==> config.mk <==
export PLATFORM = sky130hd
export DESIGN_NAME = scenario_rom
export DESIGN_NICKNAME = d
export VERILOG_FILES = /design/src/rtl/test_seq_pkg.sv /design/src/rtl/scenario_rom.sv
export SDC_FILE = /design/constraint.sdc
export NUM_CORES = 1
export LEC_CHECK = 0
export CAP_MARGIN = 20
export CORE_UTILIZATION = 32
export DETAILED_ROUTE_END_ITERATION = 10
export PLACE_DENSITY = 0.87
export SYNTH_ARGS = -nofsm -noshare
export SYNTH_HDL_FRONTEND = slang
export SYNTH_SLANG_ARGS = --single-unit
==> constraint.sdc <==
create_clock -name vclk -period 1.4
set_input_delay 0.28 -clock vclk [all_inputs]
set_output_delay 0.28 -clock vclk [all_outputs]
set_load 0.02 [all_outputs]
==> src/rtl/test_seq_pkg.sv <==
// Shared definitions for the test sequencer: FSM state encoding, scenario ids
// and the address/data constants used by the scenario table.
package test_seq_pkg;

    typedef enum logic [1:0] {
        ST_IDLE  = 2'd0,
        ST_ISSUE = 2'd1,
        ST_WAIT  = 2'd2,
        ST_DONE  = 2'd3
    } seq_state_t;

    localparam logic [4:0] SCN_M0_WR_LO    = 5'd1;
    localparam logic [4:0] SCN_M0_RD_LO    = 5'd2;
    localparam logic [4:0] SCN_M0_WR_MID   = 5'd3;
    localparam logic [4:0] SCN_M0_RD_MID   = 5'd4;
    localparam logic [4:0] SCN_M1_WR_HI    = 5'd5;
    localparam logic [4:0] SCN_M1_RD_HI    = 5'd6;
    localparam logic [4:0] SCN_DUAL_WR     = 5'd7;
    localparam logic [4:0] SCN_DUAL_RD     = 5'd8;
    localparam logic [4:0] SCN_M0_BURST_WR = 5'd9;
    localparam logic [4:0] SCN_M1_BURST_RD = 5'd10;
    localparam logic [4:0] SCN_MAX_ID      = 5'd10;

    // Table constants are kept 32 bits wide and fitted to the port widths at use.
    localparam logic [31:0] ADDR_LO       = 32'd1001;
    localparam logic [31:0] ADDR_MID      = 32'd5097;
    localparam logic [31:0] ADDR_MID_NEXT = 32'd5098;
    localparam logic [31:0] ADDR_HI       = 32'd9193;
    localparam logic [31:0] DATA_A        = 32'd101;
    localparam logic [31:0] DATA_B        = 32'd102;
    localparam logic [31:0] DATA_C        = 32'd103;
    localparam logic [31:0] BURST_INCR    = 32'd1;

    function automatic logic scenario_valid(input logic [4:0] id);
        return (id != 5'd0) && (id <= SCN_MAX_ID);
    endfunction

endpackage

==> src/rtl/scenario_rom.sv <==
// Combinational scenario table: maps a scenario id onto the per-master
// enable/read/burst/data/address vectors. Masters above 1 are always idle.
module scenario_rom
    import test_seq_pkg::*;
#(
    parameter int NUM_MASTERS = 2,
    parameter int ADDR_WIDTH  = 14,
    parameter int DATA_WIDTH  = 8,
    parameter int BURST_WIDTH = 3
) (
    input  logic [4:0]                         id,
    output logic                               valid,
    output logic [NUM_MASTERS-1:0]             enable,
    output logic [NUM_MASTERS-1:0]             read_en,
    output logic [NUM_MASTERS*BURST_WIDTH-1:0] burst_mode,
    output logic [NUM_MASTERS*DATA_WIDTH-1:0]  data,
    output logic [NUM_MASTERS*ADDR_WIDTH-1:0]  addr
);

    logic                   en0, en1, rd0, rd1;
    logic [BURST_WIDTH-1:0] b0, b1;
    logic [DATA_WIDTH-1:0]  d0, d1;
    logic [ADDR_WIDTH-1:0]  a0, a1;

    always_comb begin
        valid = scenario_valid(id);
        en0 = 1'b0;
        en1 = 1'b0;
        rd0 = 1'b0;
        rd1 = 1'b0;
        b0  = '0;
        b1  = '0;
        d0  = '0;
        d1  = '0;
        a0  = '0;
        a1  = '0;
        case (id)
            SCN_M0_WR_LO: begin
                en0 = 1'b1;
                d0  = DATA_WIDTH'(DATA_A);
                a0  = ADDR_WIDTH'(ADDR_LO);
            end
            SCN_M0_RD_LO: begin
                en0 = 1'b1;
                rd0 = 1'b1;
                a0  = ADDR_WIDTH'(ADDR_LO);
            end
            SCN_M0_WR_MID: begin
                en0 = 1'b1;
                d0  = DATA_WIDTH'(DATA_A);
                a0  = ADDR_WIDTH'(ADDR_MID);
            end
            SCN_M0_RD_MID: begin
                en0 = 1'b1;
                rd0 = 1'b1;
                a0  = ADDR_WIDTH'(ADDR_MID);
            end
            SCN_M1_WR_HI: begin
                en1 = 1'b1;
                d1  = DATA_WIDTH'(DATA_A);
                a1  = ADDR_WIDTH'(ADDR_HI);
            end
            SCN_M1_RD_HI: begin
                en1 = 1'b1;
                rd1 = 1'b1;
                a1  = ADDR_WIDTH'(ADDR_HI);
            end
            SCN_DUAL_WR: begin
                en0 = 1'b1;
                en1 = 1'b1;
                d0  = DATA_WIDTH'(DATA_B);
                d1  = DATA_WIDTH'(DATA_C);
                a0  = ADDR_WIDTH'(ADDR_MID);
                a1  = ADDR_WIDTH'(ADDR_MID_NEXT);
            end
            SCN_DUAL_RD: begin
                en0 = 1'b1;
                en1 = 1'b1;
                rd0 = 1'b1;
                rd1 = 1'b1;
                a0  = ADDR_WIDTH'(ADDR_MID_NEXT);
                a1  = ADDR_WIDTH'(ADDR_MID);
            end
            SCN_M0_BURST_WR: begin
                en0 = 1'b1;
                b0  = BURST_WIDTH'(BURST_INCR);
                d0  = DATA_WIDTH'(DATA_A);
                a0  = ADDR_WIDTH'(ADDR_LO);
            end
            SCN_M1_BURST_RD: begin
                en1 = 1'b1;
                rd1 = 1'b1;
                b1  = BURST_WIDTH'(BURST_INCR);
                a1  = ADDR_WIDTH'(ADDR_LO);
            end
            default: ;
        endcase
    end

    always_comb begin
        enable     = '0;
        read_en    = '0;
        burst_mode = '0;
        data       = '0;
        addr       = '0;
        enable[0]  = en0;
        enable[1]  = en1;
        read_en[0] = rd0;
        read_en[1] = rd1;
        burst_mode[0 +: BURST_WIDTH]           = b0;
        burst_mode[BURST_WIDTH +: BURST_WIDTH] = b1;
        data[0 +: DATA_WIDTH]                  = d0;
        data[DATA_WIDTH +: DATA_WIDTH]         = d1;
        addr[0 +: ADDR_WIDTH]                  = a0;
        addr[ADDR_WIDTH +: ADDR_WIDTH]         = a1;
    end

endmodule

# Word level (Yosys, flattened, before mapping)
# Cells that the tools add are included.
[totals]
ff_bits = 0
output_inout_bits = 55
inputBits = 5
[op_classes]
mux = 10
eq_ne = 10
reduce_logical = 10
magnitude_cmp = 1
[ops]
columns = ["op", "n"]
rows = [
  ["$pmux W14 S4", 1],
  ["$pmux W13 S3", 1],
  ["$pmux W7 S2", 2],
  ["$eq A5 B3 Y1 const B", 4],
  ["$eq A5 B4 Y1 const B", 3],
  ["$reduce_or A3 Y1", 5],
  ["$eq A5 B2 Y1 const B", 2],
  ["$reduce_or A7 Y1", 1],
  ["$mux W1", 6],
  ["$eq A5 B1 Y1 const B", 1],
  ["$le A5 B4 Y1 const B", 1],
  ["$reduce_bool A5 Y1", 1],
  ["$reduce_or A5 Y1", 1],
  ["$reduce_or A2 Y1", 1],
  ["$logic_and A1 B1 Y1", 1],
]

# Logic depth before layout (Yosys ltp)
[depth]
depth_word = 3
ltp_mapped = 5
ltp_nobuf = 3

# Worst setup path before layout
# OpenSTA, ideal clock, no wires.
[synth_timing]
path_type = "in2out"
from = "input port id[0]"
to = "output port data[5]"
path_stages = 5
required_time_ns = 1.120
path_buffers = 2
t_arrival_ns = 1.322
slack_ns = -0.202
path_cell_list = "buf_6 nand2b_1 a21o_2 a21oi_1 buf_4"
[synth_between]
elab_chain_cells = 3
[synth_lines]
columns = ["item", "line_no", "text"]
rows = [
  ["from (decl)", "scenario_rom.sv:11", "input logic [4:0] id,"],
  ["$eq A5 B4 Y1 (tied with other cells)", "scenario_rom.sv:37", "case (id)"],
  ["$reduce_or A3 Y1 (no source line)", "-", ""],
  ["$pmux W7 S2 *", "scenario_rom.sv:37", ""],
  ["to (decl)", "scenario_rom.sv:16", "output logic [NUM_MASTERS*DATA_WIDTH-1:0] data,"],
]
# Mark *: on every way between the ends. The rest lies on a longest branch, timed or not.

# Worst setup path after layout
[layout_timing]
from = "input port id[0]"
to = "output port addr[12]"
[layout_between]
elab_chain_cells = 3
[layout_lines]
columns = ["item", "line_no", "text"]
rows = [
  ["$eq A5 B4 Y1 (tied with other cells)", "scenario_rom.sv:37", ""],
  ["$reduce_or A3 Y1 (no source line)", "-", ""],
  ["$pmux W13 S3 *", "scenario_rom.sv:37", ""],
  ["to (decl)", "scenario_rom.sv:17", "output logic [NUM_MASTERS*ADDR_WIDTH-1:0] addr"],
]
# Marks and branches as above.

==> out/qor.yml <==
yosys:
  synth.avg_cell_area_um2: 6.90
  seq_area_frac_synth_pct: 0
  synth_top_area_share_pct: 47.3
  post-synth-top-area-cell: "buf_4"
  synth.most_common_cell: "buf_4"
  ys_types: 28
  synth.area.top_cells: "buf_4, nand2b_1, a21oi_1, nor2_1, nor3b_2"
  ys_warn_count: 0
  synthesis.area_um2: 634
  synthCells: 92
  synth_commonest_cells: "buf_4, nor2_1, a21oi_1"
finish:
  clkbuf_count: 0
  final_nets: 131
  drive_above_1_share_pct: 64.5
  seqCellArea_um2: 0
  nFlopsAndLatches: 0
  area_delta_synth_final_pct: 64.7
  diodes: 0
  fin_cells: 149
min_path:
  hold_end: "data[5]"
  min_from: "id[2]"
  hold_path.class: "input pin to primary output"
  whs_path_depth: 4
pwr:
  combPwrFrac_pct: 100.0
  internal_power_mw: 0.176
  pwr_density_cell_mw_per_mm2: 380
  vdd_drop_max_mv: 0.173
  p_leak_nw: 0.535
  p_sw_share_pct: 55.7
  clockPowerShare_pct: 0
  p_switching_mw: 0.221
  p_seq_share_pct: 0
sta:
  finalHoldViolCount: 0
  slew_viol_final: 0
  rsz0062_at_grt: "true"
  max_freq_mhz: 705
  fin_ws_ns: -0.0181
  fin_crit_ns: 1.42
  post-route-period-util_pct: 101
  final-setup-viol-count: 8
floorplan:
  core-area_mm2: 0.00178
  io-pin-count: 60
  die_x_um: 46.5
  die-area_mm2: 0.00216
  rows: 15
  die_h_um: 46.5
  initial_core_util_pct: 35.6
route:
  drtIter0Drc: 8
  drc: 0
  wl_per_cell_um: 11.1
  viasPerCell: 4.33
  ant_nets: 0
  vias: 645
  dr.pass1.iters: 4
  drt_wl_total_um: 1650
worst_setup_path:
  worstPathCellList: "buf_8 -> buf_8 -> nor2_4 -> a2bb2oi_1 -> a21oi_1 -> buf_4"
  crit_arrival_ns: 1.14
  slowest_delay_ns: 0.17
  cp_top_family: "buffers and inverters"
  cp_max_fo: 5
  critPathSlowestCell: "nor2_4"
  crit_required_ns: 1.12
  critPathKind: "input pin to primary output"
  cp-start-kind: "input pin"
  cp_common_cell: "buf_8"
  path_buf_inv: 3
  cp-end-kind: "primary output"
grt:
  overflow: 0
  grt_pass1_wl_um: 2420
  grt_antenna_before_repair: 0
  grt_max_degree: 11
  grtUsageTotal_pct: 14.7
  grt_pass1_vias: 535
run:
  maxCapViolations: 0
cts:
  ctsHoldBuffers: 0
placement:
  portBuffers: 41
  post-place-cells: 145
  gp_congestion: 0.828
  hpwl_um: 1210
  pre_cts_slack_ns: -1.00
outcome:
  violations: "negative setup slack"
  status: "finished, violations left"
## cells in the final DEF (no fill, tap or decap), types with 2 or more instances in the layout
| cell type | count |
|---|---|
| nand2b_4 | 2 |
| a21oi_1 | 3 |
| buf_2 | 8 |
| nand2_1 | 2 |
| a21oi_2 | 2 |
| nor2_1 | 5 |
| conb_1 | 19 |
| buf_8 | 2 |
| buf_4 | 21 |
| clkdlybuf4s15_2 | 4 |
| nor3b_2 | 2 |
| nand2b_1 | 3 |
| nor3_2 | 2 |
| nor2_2 | 2 |
| a21oi_4 | 2 |
| buf_6 | 22 |
## layout make-up
cell class | instances | area, um^2
tap | 25 | 31.3
inverter | 1 | 3.75
timing repair buffer | 58 | 541
multi-input combinational | 65 | 469
fill | 155 | 738
## layer usage
metal	part of all wire, %	global-route usage [%]	vias up
met5	0	0	-
met4	0.91	1.18	0
met3	7.6	0.392	2
met2	54	29.7	43
met1	37	17.2	296
li1	-	-	304
## cells by family (layout without fill, tap and decap cells)
logic type,Yosys count,in the layout,synth area share [%]
AO/OA/AOI/OAI,16,16,17.6
AND/OR/NAND/NOR,28,28,25.0
buffers and inverters,45,59,52.9
other,1,19,0.591
XOR/XNOR,2,2,3.95
## repair_timing
item                       CTS  global route
setup endpoints to repair   36            23
pin swaps                    5             4
gates resized for setup    224            15
buffers inserted             3             0
cloned                       1             0
## worst max-delay path by stage
stage	depth (start not counted)	to	slack, ns	startpoint
floorplan	4	data[10]	-0.004	id[0]
global placement	5	addr[12]	-0.97	id[2]
detailed placement	5	addr[19]	-1.00	id[2]
CTS	5	addr[19]	-0.002	id[0]
global route	6	addr[12]	-0.06	id[0]
finish	6	addr[12]	-0.02	id[0]
## worst min-delay path: cells and delay by family
kind | cells | cell delay [ns]
buffers and inverters | 3 | 0.35
AOI/OAI and AO/OA | 1 | 0.06
## through the flow
stage                     hold WS [ns]  instance area, um^2  utilization, %  TNS (ns)  total power [mW]
after global placement            1.78                  935            52.4    -31.74             0.337
after floorplan                  0.747                  727               -   -0.0115             0.283
after global routing             0.993                 1040            58.6    -0.570             0.422
after detailed placement          1.80                  935            52.4    -33.25             0.343
final                            0.971                 1040            58.6    -0.123             0.397
after CTS                        0.981                  995            55.8   -0.0153             0.378
## power groups by stage
stage | registers, mW | logic, mW | clock network [mW]
2_1_floorplan | 0 | 0.283 | 0
3_3_place_gp | 0 | 0.337 | 0
3_5_place_dp | 0 | 0.343 | 0
4_1_cts | 0 | 0.378 | 0
5_1_grt | 0 | 0.422 | 0
6_report | 0 | 0.397 | 0
Power figures use the tool's default switching activity.
